`src/rtl/adder_traffic_gen.sv`:
```
// Packet/flit operand stimulus generator (thermometer, alternate, LFSR) for datapath energy runs.
// Optional toggle counter is built when ADDER_TRAFFIC_TOGGLE_CNT_EN is defined.
module adder_traffic_gen #(
    parameter int unsigned    N         = 25,
    parameter int unsigned    STEP_BITS = 18,
    parameter logic [2*N-1:0] LFSR_POLY = (2*N)'(3),
    parameter logic [2*N-1:0] LFSR_SEED = (2*N)'(1),
    parameter int unsigned    CW        = 16
) (
    input  logic          clk,
    input  logic          rst,
    input  logic          start,
    input  logic [CW-1:0] cfg_payload,
    input  logic [CW-1:0] cfg_gap,
    input  logic [CW-1:0] cfg_packets,
    input  logic [1:0]    cfg_mode,
    output logic          flit_valid,
    input  logic          flit_ready,
    output logic          flit_head,
    output logic          flit_tail,
    output logic [N-1:0]  operand_a,
    output logic [N-1:0]  operand_b,
    output logic          busy,
    output logic          done,
    output logic [31:0]   toggle_cnt
);

    localparam int unsigned W     = 2 * N;
    localparam int unsigned CBITS = $clog2(2 * W + 1);
    localparam int unsigned PBITS = $clog2(W + 1);

    typedef enum logic [1:0] {IDLE, SEND, GAP, FIN} state_t;

    state_t             state_q;
    logic [CW-1:0]      payload_q, gap_q, packets_q;
    logic [1:0]         mode_q;
    logic [CW-1:0]      flit_idx_q, pkt_idx_q, gap_cnt_q;
    logic [CBITS-1:0]   therm_q;
    logic               alt_q;
    logic [W-1:0]       lfsr_q;
    logic [W-1:0]       word_q;
    logic               valid_q, head_q, tail_q, busy_q, done_q;

    function automatic logic [CBITS-1:0] therm_step(input logic [CBITS-1:0] c);
        logic [CBITS-1:0] s;
        s = c + CBITS'(STEP_BITS);
        if (s > CBITS'(W)) s = s - CBITS'(W + 1);
        return s;
    endfunction

    function automatic logic [W-1:0] lfsr_step(input logic [W-1:0] l);
        return (l >> 1) ^ (l[0] ? LFSR_POLY : '0);
    endfunction

    function automatic logic [W-1:0] pattern(input logic [1:0] mode, input logic [CBITS-1:0] c,
                                             input logic alt, input logic [W-1:0] l);
        case (mode)
            2'd1:    pattern = {W{alt}};
            2'd2:    pattern = l;
            default: pattern = ~({W{1'b1}} << c);
        endcase
    endfunction

    logic [CBITS-1:0] therm_adv_c;
    logic [W-1:0]     lfsr_adv_c, word_adv_c, word_first_c;
    logic             last_pkt_c, gap_end_c, adv_c;
    logic [CW-1:0]    adv_idx_c;

    // Next-word generation and the decision to present a new flit this edge
    always_comb begin
        therm_adv_c  = therm_step(therm_q);
        lfsr_adv_c   = lfsr_step(lfsr_q);
        word_adv_c   = pattern(mode_q, therm_adv_c, ~alt_q, lfsr_adv_c);
        word_first_c = pattern(cfg_mode, therm_step(CBITS'(0)), 1'b1, lfsr_step(LFSR_SEED));
        last_pkt_c   = (pkt_idx_q == packets_q - CW'(1));
        gap_end_c    = (gap_cnt_q == gap_q - CW'(1));
        adv_c        = 1'b0;
        adv_idx_c    = '0;
        case (state_q)
            SEND: begin
                if (flit_ready) begin
                    if (!tail_q) begin
                        adv_c     = 1'b1;
                        adv_idx_c = flit_idx_q + CW'(1);
                    end else if (!last_pkt_c && gap_q == '0) begin
                        adv_c = 1'b1;
                    end
                end
            end
            GAP:     adv_c = gap_end_c;
            default: ;
        endcase
    end

    always_ff @(posedge clk) begin
        if (rst) begin
            state_q    <= IDLE;
            payload_q  <= '0;
            gap_q      <= '0;
            packets_q  <= '0;
            mode_q     <= '0;
            flit_idx_q <= '0;
            pkt_idx_q  <= '0;
            gap_cnt_q  <= '0;
            therm_q    <= '0;
            alt_q      <= 1'b0;
            lfsr_q     <= LFSR_SEED;
            word_q     <= '0;
            valid_q    <= 1'b0;
            head_q     <= 1'b0;
            tail_q     <= 1'b0;
            busy_q     <= 1'b0;
            done_q     <= 1'b0;
        end else begin
            case (state_q)
                IDLE: begin
                    if (start) begin
                        payload_q  <= cfg_payload;
                        gap_q      <= cfg_gap;
                        packets_q  <= cfg_packets;
                        mode_q     <= cfg_mode;
                        flit_idx_q <= '0;
                        pkt_idx_q  <= '0;
                        gap_cnt_q  <= '0;
                        busy_q     <= 1'b1;
                        if (cfg_payload == '0 || cfg_packets == '0) begin
                            state_q <= FIN;
                            therm_q <= '0;
                            alt_q   <= 1'b0;
                            lfsr_q  <= LFSR_SEED;
                        end else begin
                            state_q <= SEND;
                            therm_q <= therm_step(CBITS'(0));
                            alt_q   <= 1'b1;
                            lfsr_q  <= lfsr_step(LFSR_SEED);
                            word_q  <= word_first_c;
                            valid_q <= 1'b1;
                            head_q  <= 1'b1;
                            tail_q  <= (cfg_payload == CW'(1));
                        end
                    end
                end
                SEND: begin
                    if (flit_ready && tail_q) begin
                        if (last_pkt_c) begin
                            state_q <= FIN;
                            valid_q <= 1'b0;
                            head_q  <= 1'b0;
                            tail_q  <= 1'b0;
                            busy_q  <= 1'b0;
                            done_q  <= 1'b1;
                        end else begin
                            pkt_idx_q <= pkt_idx_q + CW'(1);
                            if (gap_q != '0) begin
                                state_q   <= GAP;
                                gap_cnt_q <= '0;
                                valid_q   <= 1'b0;
                                head_q    <= 1'b0;
                                tail_q    <= 1'b0;
                            end
                        end
                    end
                end
                GAP: begin
                    if (gap_end_c) state_q <= SEND;
                    else           gap_cnt_q <= gap_cnt_q + CW'(1);
                end
                FIN: begin
                    // An empty run enters FIN without done, so it spends one extra cycle here
                    if (done_q) begin
                        state_q <= IDLE;
                        done_q  <= 1'b0;
                    end else begin
                        done_q <= 1'b1;
                        busy_q <= 1'b0;
                    end
                end
                default: state_q <= IDLE;
            endcase
            if (adv_c) begin
                therm_q    <= therm_adv_c;
                alt_q      <= ~alt_q;
                lfsr_q     <= lfsr_adv_c;
                word_q     <= word_adv_c;
                valid_q    <= 1'b1;
                head_q     <= (adv_idx_c == '0);
                tail_q     <= (adv_idx_c == payload_q - CW'(1));
                flit_idx_q <= adv_idx_c;
            end
        end
    end

    assign flit_valid = valid_q;
    assign flit_head  = head_q;
    assign flit_tail  = tail_q;
    assign operand_a  = word_q[N-1:0];
    assign operand_b  = word_q[W-1:N];
    assign busy       = busy_q;
    assign done       = done_q;

`ifdef ADDER_TRAFFIC_TOGGLE_CNT_EN
    logic [W-1:0]     prev_q;
    logic [31:0]      toggle_q;
    logic [PBITS-1:0] pop_c;
    logic [W-1:0]     diff_c;
    logic [32:0]      sum_c;

    // Hamming distance between the flit being transferred and the previously transferred word
    always_comb begin
        diff_c = word_q ^ prev_q;
        pop_c  = '0;
        for (int i = 0; i < W; i++) pop_c = pop_c + PBITS'(diff_c[i]);
        sum_c  = {1'b0, toggle_q} + 33'(pop_c);
    end

    always_ff @(posedge clk) begin
        if (rst) begin
            prev_q   <= '0;
            toggle_q <= '0;
        end else if (state_q == IDLE && start) begin
            toggle_q <= '0;
        end else if (valid_q && flit_ready) begin
            prev_q   <= word_q;
            toggle_q <= sum_c[32] ? 32'hFFFF_FFFF : sum_c[31:0];
        end
    end

    assign toggle_cnt = toggle_q;
`else
    assign toggle_cnt = '0;
`endif

endmodule

```
`config.mk`:
```
export PLATFORM = sky130hd
export DESIGN_NAME = adder_traffic_gen
export DESIGN_NICKNAME = d
export VERILOG_FILES = /design/src/rtl/adder_traffic_gen.sv
export SDC_FILE = /design/constraint.sdc
export NUM_CORES = 1
export LEC_CHECK = 0
export CAP_MARGIN = 30
export CORE_MARGIN = 3
export CORE_UTILIZATION = 45
export DETAILED_ROUTE_END_ITERATION = 16
export PLACE_DENSITY = 0.71
export RECOVER_POWER = 25
export SETUP_SLACK_MARGIN = 0.5
export SYNTH_ARGS = -nofsm -noshare
export SYNTH_HDL_FRONTEND = slang
export SYNTH_SLANG_ARGS = --single-unit
```
`constraint.sdc`:
```
create_clock -name clk -period 3.3 [get_ports clk]
set_clock_uncertainty 0.1 [all_clocks]
set_input_delay 0.495 -clock clk [delete_from_list [all_inputs] [get_ports clk]]
set_output_delay 0.495 -clock clk [all_outputs]
set_load 0.01 [all_outputs]
```
# Word level (Yosys, flattened, before mapping)
# Index checks and enable logic that the tools add are counted.
[totals]
output_inout_bits = 87
reg_bits = 213
elab_cells = 149
in_bits = 54
[classes]
shifts = 1
order_cmp = 1
n_eq_ne = 26
n_mux = 67
addsub = 8
reduce_logical = 26
bitwise = 3
[op_table]
columns = ["op", "count"]
rows = [
  ["2-to-1 mux 50 bit", 7],
  ["case mux 50 bit (2 select lines)", 2],
  ["2-to-1 mux 16 bit", 12],
  ["logical NOT 16 bit", 4],
  ["inverter 50 bit", 1],
  ["left shift 50 x 7 -> 50 bit, first input constant", 1],
  ["bitwise XOR 49 x 2 -> 49 bit", 1],
  ["adder 16 x 1 -> 16 bit, second input constant", 3],
  ["== test 16 bit", 3],
  ["case mux 16 bit (3 select lines)", 1],
  ["subtractor 16 x 1 -> 16 bit, second input constant", 3],
  ["case mux 16 bit (2 select lines)", 1],
  ["2-to-1 mux 7 bit", 4],
  ["2-to-1 mux 1 bit", 24],
  ["!= test 2 bit, second input constant", 10],
  ["2-to-1 mux 2 bit", 9],
  ["== test 16 x 1 -> 1 bit, second input constant", 1],
  ["nonzero test 16 bit", 1],
  ["AND reduction 5 bit", 3],
  ["!= test 3 bit, second input constant", 4],
  ["nonzero test 3 bit", 3],
  ["== test 2 bit, second input constant", 4],
  ["case mux 1 bit (2 select lines)", 4],
  ["case mux 2 bit (4 select lines)", 1],
  ["other kinds (17)", 25],
]

# Depth between registers and ports, before layout
[logic_depth]
depth_word = 10
ltp_mapped = 14
mapped_depth_nobuf = 12

# Worst setup path after synthesis
# Ideal clock, no wire load.
[synth_path]
path_kind = "reg-to-reg"
startpoint = "reg therm_q[1]"
endpoint = "reg word_q[6]"
setup_time_ns = 0.086
slack_ns = -0.206
t_arrival_ns = 3.320
path_buffers = 0
synth_period_minus_slack_ns = 3.506
t_required_ns = 3.114
path_stages_with_launch = 12
cell_sequence = "dfxtp_1 -> inv_1 -> ha_1 -> or4b_1 -> o2111a_1 -> nor4_2 -> mux2i_1 -> nand2_1 -> or2_2 -> nand2_1 -> nand3_1 -> a211oi_1"
[synth_between]
elab_chain_len = 7
word_cells_on_any_way = 8
cone_classes = "add/sub: 2; order compare: 1; shift: 1; mux: 3; bitwise: 1"
[synth_rtl]
columns = ["item", "line_no", "rtl"]
rows = [
  ["from (decl)", "38", "logic [CBITS-1:0] therm_q;"],
  ["from (signal assigned)", "133", "therm_q <= therm_step(CBITS'(0));"],
  ["from (signal assigned)", "181", "therm_q <= therm_adv_c;"],
  ["adder 7 x 5 -> 7 bit *", "46", "s = c + CBITS'(STEP_BITS);"],
  ["subtractor 7 x 6 -> 7 bit or greater-than comparator 7 x 6 -> 1 bit (tied branches)", "47", "if (s > CBITS'(W)) s = s - CBITS'(W + 1);"],
  ["2-to-1 mux 7 bit *", "47", ""],
  ["left shift 50 x 7 -> 50 bit *", "60", "default: pattern = ~({W{1'b1}} << c);"],
  ["inverter 50 bit *", "60", ""],
  ["case mux 50 bit (2 select lines) *", "57", "case (mode)"],
  ["2-to-1 mux 50 bit *", "180", "if (adv_c) begin"],
  ["to (signal assigned)", "136", "word_q <= word_first_c;"],
  ["to (signal assigned)", "184", "word_q <= word_adv_c;"],
  ["to (decl)", "41", "logic [W-1:0] word_q;"],
]
# Every way passes the cells marked *; elsewhere a longest branch is shown, timed or not.
# A chain may end at the register's enable or synchronous reset.

# Worst setup path after layout
[layout_path]
startpoint = "reg gap_q[1]"
endpoint = "reg tail_q, in the netlist flit_tail"
[layout_between]
elab_chain_len = 8
word_cells_on_any_way = 16
cone_classes = "add/sub: 1; eq/ne: 5; mux: 5; reduce/logical: 5"
[layout_rtl]
columns = ["item", "line_no", "rtl"]
rows = [
  ["from (decl)", "35", "logic [CW-1:0] payload_q, gap_q, packets_q;"],
  ["from (signal assigned)", "119", "gap_q <= cfg_gap;"],
  ["parallel branches: the longest is 8 deep, another holds subtractor 16 x 1 -> 16 bit", "n/a", ""],
  ["to (signal assigned)", "139", "tail_q <= (cfg_payload == CW'(1));"],
  ["to (signal assigned)", "187", "tail_q <= (adv_idx_c == payload_q - CW'(1));"],
  ["to (decl)", "42", "logic valid_q, head_q, tail_q, busy_q, done_q;"],
]
# Parallel ways; which one is timed is not known.

==> impl_metrics.json <==
{
  "rsz0062_at_grt": "yes",
  "irDropWorstVdd_v": 0.000559,
  "globalRouteTotalUtil_pct": 23.8,
  "yosysWarnings": 0,
  "synth_edf_count": 0,
  "hold_start": "word_q[36]",
  "fill_cells": 1645,
  "cap_violations": 0,
  "area_delta_synth_final_pct": 42.2,
  "port_buffers": 108,
  "crit_fanout": 7,
  "cp-startpoint": "gap_q[1]",
  "hp-class": "register to register",
  "grt_max_degree": 75,
  "drt_iter0_markers": 599,
  "io-pin-count": 141,
  "path_class": "register to register",
  "internal-power_mw": 5.31,
  "nNetsFinal": 1551,
  "clock-sinks": 165,
  "violations": "setup timing",
  "layout-drive-gt1-share_pct": 24.4,
  "grt_pass1_wl_um": 47000,
  "core-area_um2": 20600,
  "drt_pass1_iterations": 5,
  "synth-seq-cells": 165,
  "synthCells": 1268,
  "setup_viol_count_final": 8,
  "ys_top_cells_by_area": "dfxtp_1 (34%), nand2_1 (7.8%), a21oi_1 (6.7%)",
  "regArea_um2": 3320,
  "synth_most_common_cell": "nand2_1",
  "avgViaCountPerCell": 5.70,
  "max_slew_margin_pct": 44.6,
  "wire_per_inst_um": 17.2,
  "leakagePower_nw": 5.22,
  "cts_buffer_depth": 2,
  "fin_ws_ps": -68.0,
  "synth_common_cells": "nand2_1 (199), dfxtp_1 (165), a21oi_1 (129)",
  "avgSynthCellArea_um2": 7.57,
  "max_freq_mhz": 297,
  "place_hpwl_um": 19700,
  "synth_top_area_share_pct": 34.4,
  "synthFlopType": "dfxtp_1",
  "synth.largest_area_cell": "dfxtp_1",
  "cts_tree": "done",
  "endpoint_kind": "register",
  "power_density_nw_per_um2": 661,
  "cts_buffers": 17,
  "power.total_mw": 9.03,
  "setup_tns_ps": -195,
  "hold_viol_final": 0,
  "comb_power_share_pct": 49.5,
  "hold_buffers": 0,
  "detail-route-antenna-nets": 0,
  "swShare_pct": 41.2,
  "critPathRequiredTime_ps": 3560,
  "path_clk_slew_ps": 80,
  "vias": 10000,
  "drc": 0,
  "rr_startpoint": "gap_q[1]",
  "die_x_um": 152,
  "rows": 52,
  "die_area_um2": 23100,
  "period_needed_ps": 3370,
  "fp.dieH_um": 152,
  "grt_overflow": 0,
  "syn_area_um2": 9600,
  "diodes": 0,
  "arrival_ps": 3630,
  "seq_area_frac_synth_pct": 34.4,
  "cts_htree_levels": 4,
  "initial_core_util_pct": 46.6,
  "holdWs_ps": 352,
  "outcome": "finished with violations",
  "routabilityCongestion": 0.884,
  "clkPwrFrac_pct": 22.4,
  "root_buffer": "clkbuf_16",
  "antenna_found_initial": 0,
  "wl_um": 30300,
  "pwr-share-seq_pct": 28.1,
  "clk_latency_ps": 440,
  "synth_cell_types": 73,
  "p_switching_mw": 3.72,
  "critPathLaunchType": "register",
  "async_reset_ff_share_pct": 0,
  "multi_input_area_um2": 6800,
  "final.period_utilization_pct": 102,
  "grt_pass1_vias": 9581,
  "slew_viol_final": 0,
  "tightest_slew_ps": 830
}
==> worst max-delay path, cell delays in order, from the launching register on <==
cell	delay, ps
dfxtp_2	330
inv_2	70
ha_4	130
or4b_4	460
or4_4	470
o31ai_4	210
and4_1	230
nor4b_4	210
buf_6	180
o21ai_4	110
buf_6	190
or4_4	440
a21oi_2	150
==> final cells by class <==
| cell class | count | area share [%] |
|---|---|---|
| repair buffers | 262 | 18.0 |
| inverters | 37 | 1.05 |
| multi-input cells | 997 | 49.8 |
| clock buffers | 17 | 3.11 |
| flip-flops and latches | 165 | 24.3 |
| well taps | 270 | 2.47 |
| clock inverters | 15 | 1.31 |
==> layer usage <==
metal | track usage, % | share of wire (%) | vias up
li1 | - | - | 4821
met1 | 31.1 | 43 | 4792
met2 | 40.0 | 49 | 365
met3 | 4.15 | 5.5 | 68
met4 | 8.09 | 3.0 | 0
met5 | 0 | 0 | -
==> state kept, by name (all words and copies together), names as in the netlist, 2 cells and up <==
signal	count
flit_idx_q	16
gap_cnt_q	16
gap_q	16
lfsr_q	2
mode_q	2
packets_q	16
payload_q	16
pkt_idx_q	16
state_q	2
therm_q	7
word_q	50
==> timing repair <==
item                       in CTS  in global routing
gates resized for setup        71                 98
gates cloned                    2                  2
setup buffers                  25                 19
setup endpoints to repair     112                115
pin swaps                      22                 49
==> power by group through the flow <==
stage	sequential [mW]	clock, mW	combinational (mW)
after CTS	2.52	2.04	4.04
after global placement	2.57	0	3.59
after detailed placement	2.57	0	3.64
after floorplan	2.57	0	2.42
after global routing	2.57	2.12	4.82
final	2.53	2.02	4.47
==> metrics by stage <==
stage	instances	setup slack, ps	cell area [um2]	util, %
2_1_floorplan	1299	119	10200	-
3_3_place_gp	1683	-56.1	11800	57.3
3_5_place_dp	1683	-167	11800	57.3
4_1_cts	1742	55.0	13000	63.1
5_1_grt	1763	-139	13700	66.2
6_report	1763	-68.0	13700	66.2
==> cell usage in the layout (no fill, tap or decap), types with 15 or more instances in the layout <==
| cell | Yosys | routed |
|---|---|---|
| xnor2_1 | 73 | 69 |
| nor2_1 | 111 | 102 |
| inv_1 | 37 | 32 |
| o21ai_0 | 56 | 26 |
| nand4_1 | 18 | 18 |
| buf_6 | 1 | 21 |
| nand3_1 | 52 | 39 |
| nor3_1 | 39 | 23 |
| nand2_1 | 199 | 190 |
| dlygate4sd3_1 | 0 | 38 |
| clkbuf_16 | 0 | 18 |
| buf_4 | 35 | 123 |
| dfxtp_1 | 165 | 157 |
| a21oi_1 | 129 | 112 |
| o21ai_1 | 0 | 21 |
| a31oi_1 | 17 | 15 |
| conb_1 | 1 | 32 |
| a21oi_2 | 0 | 15 |
| xor2_1 | 31 | 31 |
| clkdlybuf4s50_1 | 0 | 69 |
==> cell families after synthesis <==
kind of cell    Yosys count  share of synthesized area, %
compound gates          297                          18.9
simple gates            542                          27.5
flops                   165                          34.4
fa+ha+maj                17                          2.21
mux                       4                         0.430
xor+xnor                104                          9.48
buf+inv                 138                          6.97
other cells               1                        0.0390
==> path summary, 6_finish.rpt <==
check	cells past startpoint	endpoint	slack [ps]
worst max-delay path	12	flit_tail	-70
worst min-delay path	2	word_q[36]	350
worst max register to register	12	flit_tail	-70
worst min register to register	2	word_q[36]	350
Note: power is estimated with default switching activity, not from simulation.
